--- src/rtl/mock_uart_tx.sv ---
// UART transmitter mock with a byte FIFO, driving the SoC uart_rx line.
// Optional inter-frame idle gap enabled by defining MOCK_UART_TX_IDLE_GAP_EN.
module mock_uart_tx #(
  parameter int BaudRate     = 115200,
  parameter int ClockFreqHz  = 50000000,
  parameter int ParityBit    = 0,
  parameter int DataBitsSize = 8,
  parameter int StopBitsSize = 1,
  parameter int BufferSize   = 128,
  parameter int IdleGapBits  = 2
) (
  input  logic                            clk,
  input  logic                            rst_n,
  input  logic                            wr_valid,
  input  logic [7:0]                      wr_data,
  output logic                            wr_ready,
  output logic                            tx_sig,
  output logic                            busy,
  output logic                            tx_done,
  output logic [$clog2(BufferSize+1)-1:0] level
);

  localparam int ClksPerBit = ClockFreqHz / BaudRate;
  localparam int CntW       = (ClksPerBit > 1) ? $clog2(ClksPerBit) : 1;
  localparam int LvlW       = $clog2(BufferSize + 1);
  localparam int PtrW       = $clog2(BufferSize);
`ifdef MOCK_UART_TX_IDLE_GAP_EN
  localparam int GapCycles  = IdleGapBits * ClksPerBit;
  localparam int GapW       = (GapCycles > 1) ? $clog2(GapCycles) : 1;
`endif

  if (ClksPerBit < 1) begin : g_chk_baud
    $error("mock_uart_tx: ClockFreqHz/BaudRate must be at least 1");
  end
  if (DataBitsSize < 5 || DataBitsSize > 8) begin : g_chk_data
    $error("mock_uart_tx: DataBitsSize must be 5..8");
  end
  if (StopBitsSize < 1 || StopBitsSize > 2) begin : g_chk_stop
    $error("mock_uart_tx: StopBitsSize must be 1..2");
  end
  if (BufferSize < 2) begin : g_chk_buf
    $error("mock_uart_tx: BufferSize must be at least 2");
  end
  if (ParityBit < 0 || ParityBit > 1 || IdleGapBits < 0) begin : g_chk_misc
    $error("mock_uart_tx: ParityBit must be 0/1 and IdleGapBits non-negative");
  end

  typedef enum logic [2:0] {
    IDLE,
    START,
    DATA,
    PARITY,
    STOP
`ifdef MOCK_UART_TX_IDLE_GAP_EN
    , GAP
`endif
  } state_e;

  // ---------------------------------------------------------------- FIFO
  logic [DataBitsSize-1:0] mem_q [BufferSize];
  logic [PtrW-1:0]         wr_ptr_q, rd_ptr_q;
  logic [LvlW-1:0]         level_q;
  state_e                  state_q, state_d;
  logic                    push, pop;

  assign wr_ready = (level_q != LvlW'(BufferSize));
  assign push     = wr_valid && wr_ready;
  assign pop      = (state_q == IDLE) && (level_q != '0);
  assign level    = level_q;

  function automatic logic [PtrW-1:0] ptr_inc(input logic [PtrW-1:0] p);
    return (p == PtrW'(BufferSize - 1)) ? '0 : p + 1'b1;
  endfunction

  // NOTE: storage is not reset; pointers and level alone define what is valid.
  always_ff @(posedge clk) begin
    if (rst_n && push) mem_q[wr_ptr_q] <= wr_data[DataBitsSize-1:0];
  end

  // NOTE: sequential state uses non-blocking assignments so every register
  // samples the pre-edge values, regardless of statement order.
  always_ff @(posedge clk) begin
    if (!rst_n) begin
      wr_ptr_q <= '0;
      rd_ptr_q <= '0;
      level_q  <= '0;
    end else begin
      if (push) wr_ptr_q <= ptr_inc(wr_ptr_q);
      if (pop)  rd_ptr_q <= ptr_inc(rd_ptr_q);
      unique case ({push, pop})
        2'b10:   level_q <= level_q + 1'b1;
        2'b01:   level_q <= level_q - 1'b1;
        default: level_q <= level_q;
      endcase
    end
  end

  // ---------------------------------------------------------------- framer
  logic [CntW-1:0]         cnt_q, cnt_d;
  logic [2:0]              idx_q, idx_d;
  logic [DataBitsSize-1:0] shift_q, shift_d;
  logic                    parity_q, parity_d;
  logic                    tx_q, tx_d;
  logic                    busy_q, busy_d;
  logic                    done_q, done_d;
  logic                    bit_end;
`ifdef MOCK_UART_TX_IDLE_GAP_EN
  logic [GapW-1:0]         gap_q, gap_d;
`endif

  assign bit_end = (cnt_q == CntW'(ClksPerBit - 1));

  // NOTE: every always_comb output gets a default first so no path can
  // leave it unassigned and infer a latch.
  always_comb begin
    state_d  = state_q;
    cnt_d    = bit_end ? '0 : cnt_q + 1'b1;
    idx_d    = idx_q;
    shift_d  = shift_q;
    parity_d = parity_q;
`ifdef MOCK_UART_TX_IDLE_GAP_EN
    gap_d    = gap_q;
`endif
    unique case (state_q)
      IDLE: begin
        cnt_d = '0;
        idx_d = '0;
        if (level_q != '0) begin
          shift_d  = mem_q[rd_ptr_q];
          parity_d = ^mem_q[rd_ptr_q];
          state_d  = START;
        end
      end
      START: if (bit_end) state_d = DATA;
      DATA: begin
        if (bit_end) begin
          shift_d = shift_q >> 1;
          if (idx_q == 3'(DataBitsSize - 1)) begin
            idx_d   = '0;
            state_d = (ParityBit != 0) ? PARITY : STOP;
          end else begin
            idx_d = idx_q + 1'b1;
          end
        end
      end
      PARITY: if (bit_end) state_d = STOP;
      STOP: begin
        if (bit_end) begin
          if (idx_q == 3'(StopBitsSize - 1)) begin
            idx_d = '0;
`ifdef MOCK_UART_TX_IDLE_GAP_EN
            gap_d   = '0;
            state_d = (GapCycles > 0) ? GAP : IDLE;
`else
            state_d = IDLE;
`endif
          end else begin
            idx_d = idx_q + 1'b1;
          end
        end
      end
`ifdef MOCK_UART_TX_IDLE_GAP_EN
      GAP: begin
        gap_d = gap_q + 1'b1;
        if (gap_q == GapW'(GapCycles - 1)) state_d = IDLE;
      end
`endif
      default: state_d = IDLE;
    endcase

    // Line outputs are registered, so they trail the state by one cycle.
    unique case (state_q)
      START:   tx_d = 1'b0;
      DATA:    tx_d = shift_q[0];
      PARITY:  tx_d = parity_q;
      default: tx_d = 1'b1;
    endcase
    busy_d = (state_q != IDLE);
    done_d = (state_q == STOP) && bit_end && (idx_q == 3'(StopBitsSize - 1));
  end

  always_ff @(posedge clk) begin
    if (!rst_n) begin
      state_q  <= IDLE;
      cnt_q    <= '0;
      idx_q    <= '0;
      shift_q  <= '0;
      parity_q <= 1'b0;
      tx_q     <= 1'b1;
      busy_q   <= 1'b0;
      done_q   <= 1'b0;
`ifdef MOCK_UART_TX_IDLE_GAP_EN
      gap_q    <= '0;
`endif
    end else begin
      state_q  <= state_d;
      cnt_q    <= cnt_d;
      idx_q    <= idx_d;
      shift_q  <= shift_d;
      parity_q <= parity_d;
      tx_q     <= tx_d;
      busy_q   <= busy_d;
      done_q   <= done_d;
`ifdef MOCK_UART_TX_IDLE_GAP_EN
      gap_q    <= gap_d;
`endif
    end
  end

  assign tx_sig  = tx_q;
  assign busy    = busy_q;
  assign tx_done = done_q;

endmodule
--- config.mk ---
export PLATFORM = sky130hd
export DESIGN_NAME = mock_uart_tx
export DESIGN_NICKNAME = d
export VERILOG_FILES = /design/src/rtl/mock_uart_tx.sv
export SDC_FILE = /design/constraint.sdc
export NUM_CORES = 1
export LEC_CHECK = 0
export CAP_MARGIN = 20
export CORE_ASPECT_RATIO = 0.8
export CORE_MARGIN = 2
export CORE_UTILIZATION = 30
export DETAILED_ROUTE_END_ITERATION = 6
export GPL_ROUTABILITY_DRIVEN = 0
export GPL_TIMING_DRIVEN = 1
export PLACE_DENSITY = 0.52
export RECOVER_POWER = 25
export SLEW_MARGIN = 5
export SYNTH_ARGS = -nofsm -noshare
export SYNTH_HDL_FRONTEND = slang
export SYNTH_SLANG_ARGS = --single-unit
--- constraint.sdc ---
create_clock -name clk -period 4.7 [get_ports clk]
set_input_delay 0.94 -clock clk [delete_from_list [all_inputs] [get_ports clk]]
set_output_delay 0.94 -clock clk [all_outputs]
set_load 0.02 [all_outputs]
-- Yosys cells after proc, flatten, opt, wreduce, memory -nomap -nowiden
Memory sizes are Yosys's and may differ from the RTL's. A register that Yosys moved wholly into a read port is not among the register bits.
Index checks and enable logic that the tools add are counted.
Widths: inputs -> output; s select.
- memories kept: 1
- bits in registers: 49
- word-level logic and storage cells: 79
- bits in writable memories: 1024
- memories (memory ; words ; width ; read ports ; clocked after memory_dff ; write ports ; RTL line ; text):
    mem_q ; 128 ; 8 ; 1 ; 1 ; 1 ; 60 ; logic [DataBitsSize-1:0] mem_q [BufferSize];
- add/sub/neg operators: 6
- equality and inequality tests: 18
- multiplexer cells: 24
- reduce and logical (&&, ||, !) cells: 18
- bitwise operators: 1
- operator list (operator ; number):
    $mux 3 ; 11
    $pmux 8 s2 ; 2
    $mux 7 ; 4
    $mux 8 ; 2
    $pmux 3 s5 ; 1
    $add 7x1->7 const B ; 2
    $eq 7x7->1 const B ; 2
    $ne 2x2->1 const B ; 6
    $add 9x1->9 const B ; 1
    $eq 9x9->1 const B ; 1
    $pmux 3 s3 ; 1
    $add 8x1->8 const B ; 1
    $ne 8x8->1 const B ; 1
    $reduce_bool 8->1 ; 1
    $reduce_xor 8->1 ; 1
    $sub 8x1->8 const B ; 1
    $reduce_and 7->1 ; 1
    $eq 3x2->1 const B ; 2
    $eq 3x3->1 const B ; 2
    $logic_not 3->1 ; 2
    $reduce_and 3->1 ; 2
    $reduce_bool 3->1 ; 2
    $logic_and 1x1->1 ; 5
    $reduce_bool 2->1 ; 2
    other kinds (10) ; 11

-- Depth between registers and ports, before layout
Gate-level depths: netlist of run 1.
- depth in word-level cells: 5
- mapped depth: 16
- gate-level depth less buffers: 15

-- Worst setup path before layout of run 1
OpenSTA, ideal clock, no wires.
- path type: register -> register
- start: register level_q[3], in the netlist level[3]
- end: register level_q[7], in the netlist level[7]
- setup slack: 1152 ps
- required time: 4624 ps
- period minus slack after synthesis: 3548 ps
- path buffers: 1
- cell stages (with the launch flop): 17
- library setup time: 76 ps
- arrival time: 3472 ps
- path through: dfxtp_1 -> nor4_1 -> nand3_1 -> and2_1 -> clkbuf_1 -> inv_1 -> ha_1 -> ha_1 -> a21o_1 -> a21oi_1 -> o21bai_1 -> a21oi_1 -> o21bai_1 -> a21oi_1 -> xor2_1 -> or3_1 -> a21boi_0
- word-level cells in the longest chain between the ends: 4
- elaborated cells on any way between the ends: 10
- those cells by class: add/sub (2); eq/ne (3); mux (1); reduce/logical (4)
- RTL lines (element ; RTL line ; text):
    start: declaration ; 62 ; logic [LvlW-1:0] level_q;
    start signal: assignment ; 91 ; 2'b10: level_q <= level_q + 1'b1;
    start signal: assignment ; 92 ; 2'b01: level_q <= level_q - 1'b1;
    start signal: assignment ; 93 ; default: level_q <= level_q;
    $ne 8x8->1 * ; 66 ; assign wr_ready = (level_q != LvlW'(BufferSize));
    via wr_ready ; 16 ; output logic wr_ready,
    $logic_and 1x1->1 * ; 67 ; assign push = wr_valid && wr_ready;
    $eq 2x1->1 / $eq 2x2->1 (equally long branches) ; 90 ; unique case ({push, pop})
    $pmux 8 s2 / $reduce_bool 2->1 (equally long branches) ; - ;
The timed path passes the listed nets; every way through them passes the cells marked *.
A chain may end at the register's enable or synchronous reset.

==> flow_summary.toml, run 1 <==
[status]
outcome = "finished with violations"
violations = "capacitance limit, slew limit"

[worst_hold_path]
hold_start = "cnt_q[0]"
hold_depth = 1
hold_path.class = "reg -> reg"

[clock_tree]
postCtsSetupBuffers = 0
clk_pin_slew_worst_paths_ns = 0.06
clockRootBuffer = "clkbuf_16"
cts_buffers = 105
post_cts_resized = 0
cts_tree = "done"
clock_path_buffers = 3
cts_max_level = 3
ctsHoldBuffers = 0
clock_sinks = 1080
clkLatencyLatePin_ns = 0.69

[global_route]
grt_pass1_wl_um = 168000
grt.total_usage_pct = 15.9
grt-ovfl-total = 0
antenna_found_initial = 3
first_global_vias = 23300
grt_max_degree = 129

[route]
vias = 23100
drtIter0Drc = 2709
drc = 0
drt-total-wl_um = 117000
ant_nets = 0
viasPerCell = 5.20
firstDrtPassIters = 5
avgRoutedWirePerCell_um = 26.3

[setup_path]
r2r_cells = 11
cp_max_fo = 26
reg2reg_slack_ns = 0.42
path_depth = 11
crit_top_cell = "xnor2_1"
path_cells = "inv_2 > nand4_1 > buf_4 > nor4_1 > or4_1 > a2111oi_0 > and4b_1 > xnor2_1 > xnor2_1 > xnor2_1 > a21oi_1"
max_stage_delay_ns = 0.96
cp-start-kind = "register"
cpMaxStageDelayCell = "a2111oi_0"
arrival_ns = 4.86
required_ns = 5.27
critPathKind = "reg -> reg"
cpLargestDelayFamily = "simple AND/OR/NAND/NOR gates"
path_buf_inv = 2
cp-end-kind = "register"

[yosys]
synthFlopType = "edfxtp_1"
synthesis.area_sq_mm = 0.0430
synth_top_cell_area_share_pct = 71.6
synth_area_leaders = "edfxtp_1 72%, mux4_2 7.0%, mux2i_1 5.7%"
ys_ff_latch = 1080
syn_nets = 2399
synthTopCellsByCount = "1024 x edfxtp_1, 244 x mux2i_1, 201 x nor2_1"
syn_inst = 2373
yosysSeqAreaShare_pct = 74.2
synth_cell_type_count = 62
synth_most_common_cell = "edfxtp_1"
yosys_warnings = 0
syn_area_per_cell_sq_um = 18.1
synth_enable_flop_cells = 1024
yosysTopAreaCell = "edfxtp_1"
synthArstFlopShare_pct = 0

[layout]
seqCellArea_sq_mm = 0.0319
multi_input_area_sq_mm = 0.0102
final_net_count = 2495
n_antenna_cell = 0
fill_cells = 13400
area_delta_synth_final_pct = 13.7
layout-drive-gt1-share_pct = 15.7
stdcell_area_sq_mm = 0.0488

[sta]
fmax_mhz = 233
period_share_pct = 91.2
finalSetupTns_ns = 0
setup_viol = 0
slew_viol_final = 559
max-slew-margin-rel_pct = -167
hold_viol = 0
finalClockSkew_ns = 0.0258
rsz0062_at_grt = "no"
worstMarginPinSlew_ns = 4.00
min_period_ns = 4.28

[floorplanning]
die_width_um = 427
die_h_um = 343
die-area_sq_mm = 0.146
start_util_pct = 30.1
io_pins = 23
std_cell_rows = 124
core_area_sq_mm = 0.143

[placed_design]
dp_hpwl_um = 75100
io_buffers = 22
place_area_sq_mm = 0.0456

[power_and_ir_drop]
p_total_mw = 23.6
power.density_mw_per_mm2 = 484
p_leak_nw = 14.8
ir_worst_vdd_mv = 0.304

[flow_run]
maxCapViolations = 8
## metrics by stage
| stage | cells | utilization, % | setup WS, ns | hold WS, ns |
|---|---|---|---|---|
| global route | 4448 | 34.3 | 0.447 | 0.513 |
| floorplan | 2373 | - | 1.15 | 0.441 |
| detailed placement | 4250 | 32.0 | 0.643 | 0.488 |
| CTS | 4446 | 34.3 | 0.591 | 0.502 |
| global placement | 4247 | 32.0 | 0.507 | 0.455 |
| finish | 4448 | 34.3 | 0.415 | 0.502 |
## per-layer routing
| layer | track usage, % | part of all wire (%) | wire length [um] |
|---|---|---|---|
| met1 | 23.6 | 46 | 53600 |
| met2 | 23.1 | 43 | 50700 |
| met3 | 3.92 | 8.6 | 10000 |
| met4 | 3.95 | 2.2 | 2620 |
| met5 | 0 | 0.022 | 26 |
## path summary, 6_finish.rpt
| kind | end |
|---|---|
| setup / recovery | parity_q |
| hold reg to reg | cnt_q[0] |
| hold / removal | cnt_q[0] |
| setup reg to reg | parity_q |
## power breakdown
part           total (mW)  internal, mW  switching (mW)  leakage, nW
Sequential           10.8          10.7           0.147         9.66
Clock                8.14          4.53            3.61         1.61
Combinational        4.68          2.11            2.57         3.56
Total                23.6          17.3            6.32         14.8
## sequential cells by signal (all words and copies together) (netlist names), named ones only
signal / cells
shift_q: 8
tx_sig: 1
state_q: 3
cnt_q: 9
parity_q: 1
mem_q: 1024
tx_done: 1
wr_ptr_q: 7
rd_ptr_q: 7
idx_q: 3
busy: 1
level: 8
## logic make-up (layout without fill, tap and decap cells)
| kind of cell | Yosys count | after routing | share of synthesized area, % |
|---|---|---|---|
| simple gates | 436 | 436 | 4.78 |
| buf+inv | 146 | 331 | 2.11 |
| fa+ha+maj | 15 | 15 | 0.454 |
| compound gates | 281 | 281 | 4.89 |
| flops | 1080 | 1080 | 74.2 |
| xor+xnor | 32 | 32 | 0.652 |
| mux | 383 | 383 | 12.9 |
## area by class of cell
| cell class | count | share of cell area (%) |
|---|---|---|
| clock buffer | 129 | 5.69 |
| multi-input combinational | 1147 | 20.9 |
| sequential | 1080 | 65.3 |
| tap | 1890 | 4.84 |
| timing repair buffer | 121 | 2.19 |
| inverter | 14 | 0.108 |
| clock inverter | 67 | 1.01 |
## cell usage in the layout, fill, tap and decap left out, types with 27 or more instances in the layout
cell type,instances
nand2_1,60
o221ai_1,75
edfxtp_1,1024
dfxtp_1,53
mux4_2,134
buf_4,79
o21ai_0,44
nor2_1,201
clkbuf_1,27
o22ai_1,52
clkinv_2,28
clkbuf_16,108
nor3_1,47
mux2i_1,244
No activity file was read; power rests on OpenSTA's default activity.
==> inputs of run 2 (changes only) <==
--- a/config.mk
+++ b/config.mk
@@ -9,6 +9,7 @@
 export CORE_ASPECT_RATIO = 0.8
 export CORE_MARGIN = 2
 export CORE_UTILIZATION = 30
+export CTS_CLUSTER_SIZE = 16
 export DETAILED_ROUTE_END_ITERATION = 6
 export GPL_ROUTABILITY_DRIVEN = 0
 export GPL_TIMING_DRIVEN = 1
==> flow_summary.toml, run 2 (synthesized netlist as in run 1, its figures left out) <==
[worst_hold_path]
hold_end = "cnt_q[0]"
hold_depth = 1
hold_path.class = "reg -> reg"
hold_start = "cnt_q[0]"

[clock_tree]
ctsHoldBuffers = 0
cts_buffers = 105
cts_tree = "done"
clockRootBuffer = "clkbuf_16"
clock_sinks = 1080
clkLatencyLatePin_ns = 0.70
post_cts_resized = 0
postCtsSetupBuffers = 0
clk_pin_slew_worst_paths_ns = 0.06
clock_path_buffers = 3
cts_max_level = 3

[setup_path]
cpMaxStageDelayCell = "a2111oi_0"
timing.rr.end = "parity_q"
cp_max_fo = 26
path_cells = "inv_2 > nand4_1 > buf_4 > nor4_1 > or4_1 > a2111oi_0 > and4b_1 > xnor2_1 > xnor2_1 > xnor2_1 > a21oi_1"
crit_top_cell = "xnor2_1"
path_buf_inv = 2
cp-start-kind = "register"
reg2reg_slack_ns = 0.41
critPathKind = "reg -> reg"
cpLargestDelayFamily = "simple AND/OR/NAND/NOR gates"
cp-end-kind = "register"
required_ns = 5.28
arrival_ns = 4.87
r2r_cells = 11
max_stage_delay_ns = 0.98

[sta]
rsz0062_at_grt = "no"
slew_viol_final = 559
finalClockSkew_ns = 0.0239
min_period_ns = 4.29
setup_ws_ns = 0.406
hold_viol = 0
max-slew-margin-rel_pct = -171
worstMarginPinSlew_ns = 4.06
period_share_pct = 91.4
setup_viol = 0
fmax_mhz = 233
finalSetupTns_ns = 0
hold_ws_ns = 0.502

[layout]
top_register = "mem_q"
area_delta_synth_final_pct = 13.7
final_net_count = 2495
reg_top3 = "mem_q: 1024 flops, cnt_q: 9 flops"
final_common_cell = "edfxtp_1"
layout-drive-gt1-share_pct = 15.6
final_cell_mix = "1024 x edfxtp_1, 244 x mux2i_1, 201 x nor2_1"
largest_register_ff_count = 1024

[route]
vias = 23100
drt-total-wl_um = 117000
avgRoutedWirePerCell_um = 26.2
firstDrtPassIters = 5
drtIter0Drc = 2662
ant_nets = 0
viasPerCell = 5.19
drc = 0

[power_and_ir_drop]
sequentialPowerShare_pct = 45.7
p_total_mw = 23.6
p_comb_share_pct = 19.8
p_int_mw = 17.3
clockPowerShare_pct = 34.5
power.density_mw_per_mm2 = 483
p_leak_nw = 14.8
ir_worst_vdd_mv = 0.304
p_sw_mw = 6.32
switching_share_pct = 26.8

[global_route]
antenna_found_initial = 3
grt-ovfl-total = 0
met1_usage_pct = 23.6
grt_pass1_wl_um = 168000
grtUsageMet3_pct = 4.13
first_global_vias = 23200
grt_max_degree = 129
use_met2_pct = 23.1
busiest_layer = "met1"
grt.total_usage_pct = 15.9

[floorplanning]
core_area_sq_mm = 0.143
die_h_um = 343
std_cell_rows = 124
die_width_um = 427
die-area_sq_mm = 0.146
io_pins = 23
start_util_pct = 30.1

[status]
violations = "capacitance limit, slew limit"
outcome = "finished with violations"

[placed_design]
io_buffers = 22
dp_worst_setup_slack_ns = 0.643
dp_hpwl_um = 75100

[flow_run]
maxCapViolations = 8
[run 2: changes by cell type in the layout (fill, tap and decap cells not counted)]
cell | previous run | this run
clkinv_2 | 28 | 26
clkinv_4 | 0 | 1
diode_2 | 0 | 2
[run 2: stage by stage]
step	instances	area [sq um]	utilization [%]
after CTS	4445	48900	34.3
after global placement	4247	45600	32.0
final	4449	48900	34.3
after detailed placement	4250	45600	32.0
after floorplan	2373	43000	-
after global routing	4447	48800	34.3
[run 2: how the worst max path moves through the flow]
stage,start,to,slack [ns],cells past startpoint
global route,register,parity_q,0.45,11
CTS,register,parity_q,0.59,11
finish,register,parity_q,0.41,11
global placement,wr_valid,level[7],0.51,14
detailed placement,register,parity_q,0.64,11
floorplan,level[3],level[7],1.15,16
[run 2: layer usage]
layer | vias up | wire length, um
met3 | 160 | 9960
met5 | - | 12
met2 | 886 | 50400
met4 | 2 | 2560
li1 | 9871 | -
met1 | 12200 | 53900
[run 2: layout make-up]
class                           count  area (sq um)
Antenna cell                        2          5.00
Clock buffer                      129          2780
Clock inverter                     66           493
Fill cell                       13400         93700
Inverter                           14          52.6
Multi-Input combinational cell   1147         10200
Sequential cell                  1080         31900
Tap cell                         1890          2360
Timing Repair Buffer              121          1070
[run 2: power groups by stage]
stage	Clock (mW)	Combinational (mW)	Sequential, mW
floorplan	0	3.57	10.9
global placement	0	4.68	11.0
detailed placement	0	4.71	11.0
CTS	8.31	4.73	10.8
global route	8.69	4.98	10.8
finish	8.14	4.67	10.8
[run 2: worst register-to-register path: stages, from the launching register on]
cell,delay [ns]
dfxtp_2,0.60
inv_2,0.41
nand4_1,0.33
buf_4,0.26
nor4_1,0.13
or4_1,0.52
a2111oi_0,0.98
and4b_1,0.41
xnor2_1,0.16
xnor2_1,0.16
xnor2_1,0.14
a21oi_1,0.09
==> inputs of run 3 (changes only) <==
--- a/config.mk
+++ b/config.mk
@@ -8,12 +8,12 @@
 export CAP_MARGIN = 20
 export CORE_ASPECT_RATIO = 0.8
 export CORE_MARGIN = 2
-export CORE_UTILIZATION = 30
+export CORE_UTILIZATION = 45
 export CTS_CLUSTER_SIZE = 16
 export DETAILED_ROUTE_END_ITERATION = 6
 export GPL_ROUTABILITY_DRIVEN = 0
 export GPL_TIMING_DRIVEN = 1
-export PLACE_DENSITY = 0.52
+export PLACE_DENSITY = 0.68
 export RECOVER_POWER = 25
 export SLEW_MARGIN = 5
 export SYNTH_ARGS = -nofsm -noshare
==> flow_summary.toml, run 3 (synthesized netlist as in run 1, its figures left out) <==
[clock_tree]
cts_tree = "done"
clock_sinks = 1080
clkLatencyLatePin_ns = 0.68
clk_pin_slew_worst_paths_ns = 0.06
post_cts_resized = 0
cts_max_level = 3
clockRootBuffer = "clkbuf_16"
cts_buffers = 101
ctsHoldBuffers = 0
clock_path_buffers = 3
postCtsSetupBuffers = 0

[layout]
stdcell_area_sq_mm = 0.0478
top_register = "mem_q"
final_net_count = 2457
final_cell_mix = "1024 x edfxtp_1, 244 x mux2i_1, 201 x nor2_1"
seqCellArea_sq_mm = 0.0319
reg_top3 = "mem_q: 1024 flops, cnt_q: 9 flops"
fill_cells = 7534
multi_input_area_sq_mm = 0.0102
final_common_cell = "edfxtp_1"
largest_register_ff_count = 1024
area_delta_synth_final_pct = 11.3
layout-drive-gt1-share_pct = 14.0

[setup_path]
cpMaxStageDelayCell = "clkbuf_1"
cpLargestDelayFamily = "buffers and inverters"
path_cells = "clkbuf_1 > buf_4"
critPathKind = "in -> reg"
path_buf_inv = 2
required_ns = 5.10
cp-start-kind = "input port"
cp-end-kind = "register"
cp_max_fo = 81
arrival_ns = 4.65
max_stage_delay_ns = 2.75

[global_route]
grt.total_usage_pct = 21.8
first_global_vias = 22700
antenna_found_initial = 7
grt_max_degree = 124
grt_pass1_wl_um = 156000
grt-ovfl-total = 0

[route]
avgRoutedWirePerCell_um = 28.4
ant_nets = 0
drt-total-wl_um = 107000
drc = 0
vias = 23300
drtIter0Drc = 3259
viasPerCell = 6.19
firstDrtPassIters = 6

[status]
outcome = "finished with violations"
violations = "capacitance limit, slew limit"

[sta]
min_period_ns = 4.24
slew_viol_final = 586
worstMarginPinSlew_ns = 4.03
setup_viol = 0
finalSetupTns_ns = 0
max-slew-margin-rel_pct = -168
finalClockSkew_ns = 0.0245
rsz0062_at_grt = "no"
period_share_pct = 90.3
setup_ws_ns = 0.455
fmax_mhz = 236
hold_viol = 0

[floorplanning]
die-area_sq_mm = 0.0980
die_h_um = 280
std_cell_rows = 101
die_width_um = 349
io_pins = 23
core_area_sq_mm = 0.0948
start_util_pct = 45.3

[worst_hold_path]
hold_path.class = "reg -> reg"

[power_and_ir_drop]
p_total_mw = 23.8
power.density_mw_per_mm2 = 498
p_leak_nw = 14.7
ir_worst_vdd_mv = 0.366

[placed_design]
io_buffers = 22
dp_worst_setup_slack_ns = 0.659
place_area_sq_mm = 0.0445
dp_hpwl_um = 67200

[flow_run]
maxCapViolations = 10
==> run 3: cell types whose count changed in the layout (fill, tap and decap cells not counted), sizes merged, moves of 4 or more <==
| cell | before | now |
|---|---|---|
| clkbuf | 141 | 131 |
| bufinv | 6 | 14 |
| clkinv | 54 | 46 |
| inv | 14 | 18 |
| buf | 95 | 62 |
==> run 3: per-layer routing <==
metal  up-vias  global-route usage (%)  share of wire [%]
met5         -                       0             0.0084
met4         2                    6.22                2.9
met3       196                    4.47                 10
met2      1257                    33.3                 45
met1     12000                    31.8                 41
li1       9786                       -                  -
==> run 3: final timing paths <==
check / startpoint / to / slack [ns] / cells past startpoint
setup reg to reg: register / parity_q / 0.54 / 12
setup / recovery: wr_data[1] / mem_q[71][1] / 0.46 / 2
hold / removal: cnt_q[0] / cnt_q[0] / 0.49 / 1
hold reg to reg: cnt_q[0] / cnt_q[0] / 0.49 / 1
==> run 3: cell type report <==
| type | count | area share [%] |
|---|---|---|
| tap | 1236 | 3.23 |
| multi-input combinational | 1147 | 21.3 |
| timing repair buffer | 87 | 1.61 |
| sequential | 1080 | 66.6 |
| inverter | 14 | 0.110 |
| clock inverter | 69 | 1.58 |
| clock buffer | 120 | 5.48 |
| antenna | 3 | 0.0157 |
==> run 3: power by group <==
group	leakage, nW	total, mW	internal, mW	switching, mW
clock	1.63	8.36	4.78	3.59
combinational	3.36	4.60	2.12	2.49
sequential	9.66	10.9	10.7	0.204
==> run 3: per-stage QoR <==
step	cells	hold WS [ns]	utilization [%]
final	3756	0.486	50.5
after global routing	3753	0.510	50.5
after CTS	3753	0.490	50.5
after detailed placement	3564	0.474	46.9
after global placement	3563	0.455	46.9
after floorplan	2373	0.441	-
